$ cat src/rtl/imm_gen.sv
// imm_gen: registered RISC-V immediate generator for the decode stage.
// A combinational extractor builds the 32-bit immediate for the selected
// instruction format; the result is captured into a register aligned with
// the ID/EX boundary. en=0 stalls the register and holds the last value.
// rst_n clears the output asynchronously.
module imm_gen (
  input  logic        clk,
  input  logic        rst_n,
  input  logic        en,
  input  logic [31:0] imm_in,
  input  logic [2:0]  imm_sel,
  output logic [31:0] imm_out
);

  // Format select encoding supplied by the control unit.
  localparam logic [2:0] SEL_I     = 3'b000;
  localparam logic [2:0] SEL_S     = 3'b001;
  localparam logic [2:0] SEL_B     = 3'b010;
  localparam logic [2:0] SEL_U     = 3'b011;
  localparam logic [2:0] SEL_J     = 3'b100;
  localparam logic [2:0] SEL_SHAMT = 3'b101;
  localparam logic [2:0] SEL_ZIMM  = 3'b110;

  // Every signed format takes its upper fill from instr[31] only.
  logic        w_sign;
  logic [31:0] w_imm_i;
  logic [31:0] w_imm_s;
  logic [31:0] w_imm_b;
  logic [31:0] w_imm_u;
  logic [31:0] w_imm_j;
  logic [31:0] w_imm_shamt;
  logic [31:0] w_imm_zimm;
  logic [31:0] w_next_imm;
  logic [31:0] r_imm;

  // The opcode field never carries immediate bits; opcode decode lives in
  // the control unit, which drives imm_sel.
  logic        w_unused_opcode;
  assign w_unused_opcode = &{1'b0, imm_in[6:0]};

  assign w_sign = imm_in[31];

  // I-type: loads, ALU immediates, JALR.
  assign w_imm_i = {{20{w_sign}}, imm_in[31:20]};

  // S-type: stores, immediate split around rs2/rs1.
  assign w_imm_s = {{20{w_sign}}, imm_in[31:25], imm_in[11:7]};

  // B-type: branch offset in halfwords, bit 0 always zero.
  assign w_imm_b = {{19{w_sign}}, imm_in[31], imm_in[7], imm_in[30:25],
                    imm_in[11:8], 1'b0};

  // U-type: LUI/AUIPC upper immediate, low 12 bits zero.
  assign w_imm_u = {imm_in[31:12], 12'h000};

  // J-type: JAL offset in halfwords, bit 0 always zero.
  assign w_imm_j = {{11{w_sign}}, imm_in[31], imm_in[19:12], imm_in[20],
                    imm_in[30:21], 1'b0};

  // Shift amount for SLLI/SRLI/SRAI, zero-extended.
  assign w_imm_shamt = {27'd0, imm_in[24:20]};

  // CSR zimm lives in the rs1 field, zero-extended.
  assign w_imm_zimm = {27'd0, imm_in[19:15]};

  // Select the immediate for the requested format; the reserved code gives zero.
  always_comb begin
    w_next_imm = 32'h0000_0000;
    case (imm_sel)
      SEL_I:     w_next_imm = w_imm_i;
      SEL_S:     w_next_imm = w_imm_s;
      SEL_B:     w_next_imm = w_imm_b;
      SEL_U:     w_next_imm = w_imm_u;
      SEL_J:     w_next_imm = w_imm_j;
      SEL_SHAMT: w_next_imm = w_imm_shamt;
      SEL_ZIMM:  w_next_imm = w_imm_zimm;
      default:   w_next_imm = 32'h0000_0000;
    endcase
  end

  // Output register: clear on reset, load when enabled, hold on stall.
  always_ff @(posedge clk or negedge rst_n) begin
    if (!rst_n) begin
      r_imm <= 32'h0000_0000;
    end else if (en) begin
      r_imm <= w_next_imm;
    end
  end

  assign imm_out = r_imm;

endmodule

$ cat config.mk
export PLATFORM = sky130hd
export DESIGN_NAME = imm_gen
export DESIGN_NICKNAME = d
export VERILOG_FILES = /design/src/rtl/imm_gen.sv
export SDC_FILE = /design/constraint.sdc
export NUM_CORES = 1
export LEC_CHECK = 0
export ABC_AREA = 1
export ABC_CLOCK_PERIOD_IN_PS = 800
export BUFFER_PORTS_ARGS = -buffer_cell sky130_fd_sc_hd__buf_2
export CAP_MARGIN = 20
export CORE_MARGIN = 2
export CORE_UTILIZATION = 48
export DETAILED_ROUTE_END_ITERATION = 10
export HOLD_SLACK_MARGIN = 0.08
export PLACE_DENSITY = 0.77
export SKIP_CTS_REPAIR_TIMING = 1
export SYNTH_ARGS = -nofsm -noshare
export SYNTH_HDL_FRONTEND = slang
export SYNTH_SLANG_ARGS = --single-unit
$ cat constraint.sdc
create_clock -name clk -period 0.8 [get_ports clk]
set_input_delay 0.16 -clock clk [delete_from_list [all_inputs] [get_ports clk]]
set_output_delay 0.16 -clock clk [all_outputs]
set_load 0.02 [all_outputs]
==> metrics <==
status finished, violations left; failing checks negative setup slack; Ports 70; Setup violations, final 32; register area 801 µm²; num rows 21; clock root buffer clkbuf_4; Leakage 0.00145 µW; number of synthesized register bits 32; commonest non-fill, non-tap cell in the layout nand2_1; syn_area_per_cell 7.94 µm²; top post-synthesis cells by area dfrtp_1, nand2_1, o21ai_2, nand3_1, nand4_1; initial antenna violation count 0; critical path type reg -> out; warnings from Yosys 0; CP max FO 2; layout cells sized above 1 41.0%; Largest register FFs 32; Cell Chain, Critical Path buf_6; total CTS buffers 5; footprint of the multi-input gates 744 µm²; fin util 76.0%; DRT Pass-1 Iters 4; peak supply drop 1.12 mV; # diodes 0; non-filler instance count after layout 353; die area 0.00401 mm²; fillers 265; most frequent cells in the layout nand2_1, dfrtp_1, buf_4; unrepaired setup endpoints after global routing true; Clock Path Buffers 2; Area Growth Syn to Fin 51.2%; Worst Clk Skew 0 ps; critical path's largest stage delay 420 ps; port buffer count 62; final wirelength 4450 µm; Die X 63.3 µm; fin. max-slew vios 0; Final Worst Setup Slack -242 ps; Power per Cell Area 1670 mW/mm²; largest net degree at the start of global routing 33; core region area 0.00336 mm²; mapped cell area 0.00169 mm²; most used flip-flop cell after synthesis dfrtp_1; worst min-delay path category in -> reg; global-route wire length before repair 6870 µm; Crit path max-delay family flip-flops; Initial Util 50.3%; Synth Instances 213; syn_nets 251; DRT iter0 DRCs 129; max_cap viols 0; vias 1,709; total global-route track usage 21.7%; f_max 959 MHz; vias in the first global route 1,551; crit end category output port; placed insts 328; Post-synth EDFFs 0; Rel. slew slack 83.6%; ys async rst share 100%; Critical Path RT 640 ps; startpoint types flip-flop; final period utilization 130%; final net count 345; die height 63.3 µm; final RePlAce weighted congestion 0.844; Hold Fails Final Rpt 0; Slew @ Worst Pin 245 ps; Slowest-stage cell, CP dfrtp_1; TNS Setup -6950 ps; Final min period 1040 ps; DRC violations left 0; wire length per cell 12.6 µm; Routed Antenna Nets 0; Worst-Skew Late Latency 310 ps; area leader, netlist dfrtp_1; clock sinks 32; Distinct cells, synth 19; register area share after synthesis 47.4%; Critical Path AT 880 ps; Clock transition at path regs 100 ps; Synth top area share 47.4%; Max H-tree Level 2; routed vias/inst 4.84; TritonCTS clock tree yes; worst path bufs/invs 1; HPWL after DPL 3170 µm; grt total ovfl 0
Yosys cell counts, types with 2 or more instances:
cell	count
nand2_1	109
dfrtp_1	32
inv_1	13
nand3_1	13
o21ai_2	10
nand4_1	9
o21ai_0	7
buf_4	4
buf_6	4
buf_2	2
nand2_4	2
per-layer routing:
metal,vias up,wire [µm],track usage [%],part of all wire [%]
met2,62,2260,33.9,51
met4,0,14,7.88,0.31
met5,-,0,0,0
li1,858,-,-,-
met3,4,283,4.82,6.4
met1,785,1880,29.4,42
power breakdown:
group          internal, µW  switching [µW]
Clock                   498             514
Sequential             1780             122
Combinational           666             682
path summary, 6_finish.rpt:
| kind | from | end | slack (ps) | depth (start not counted) |
|---|---|---|---|---|
| worst max-delay path | imm_out[18] | imm_out[18] | -240 | 1 |
| worst min-delay path | imm_in[14] | imm_out[14] | 110 | 5 |
| worst max register to register | imm_out[9] | imm_out[9] | 40 | 3 |
| worst min register to register | imm_out[2] | imm_out[2] | 510 | 2 |
| max in group asynchronous | rst_n | imm_out[11] | 320 | 3 |
| min in group asynchronous | rst_n | imm_out[12] | 310 | 3 |
cell type report:
type	instances	area share, %
Inverter	15	2.79
Sequential cell	32	31.3
Tap cell	46	2.25
Timing Repair Buffer	98	32.0
Multi-Input combinational cell	155	29.1
Clock buffer	7	2.55
cells by family (layout without fill, tap and decap cells):
kind of cell           after synthesis  count (layout)  share of synthesized area (%)
DFF                                 32              32                           47.4
and+or+nand+nor                    136             136                           34.6
AOI/OAI and AO/OA                   19              19                           8.73
buffers and inverters               26             120                           9.33
per-stage QoR:
stage | power [µW] | instance area [µm²] | worst slack (ps) | hold WS, ps
floorplan | 2500 | 1710 | -86.2 | -136
CTS | 3930 | 2210 | -269 | -225
global placement | 2900 | 2150 | -296 | 128
finish | 4260 | 2560 | -242 | 114
global route | 4520 | 2560 | -282 | 117
detailed placement | 2920 | 2150 | -337 | 128
(Power assumes the default switching activity.)
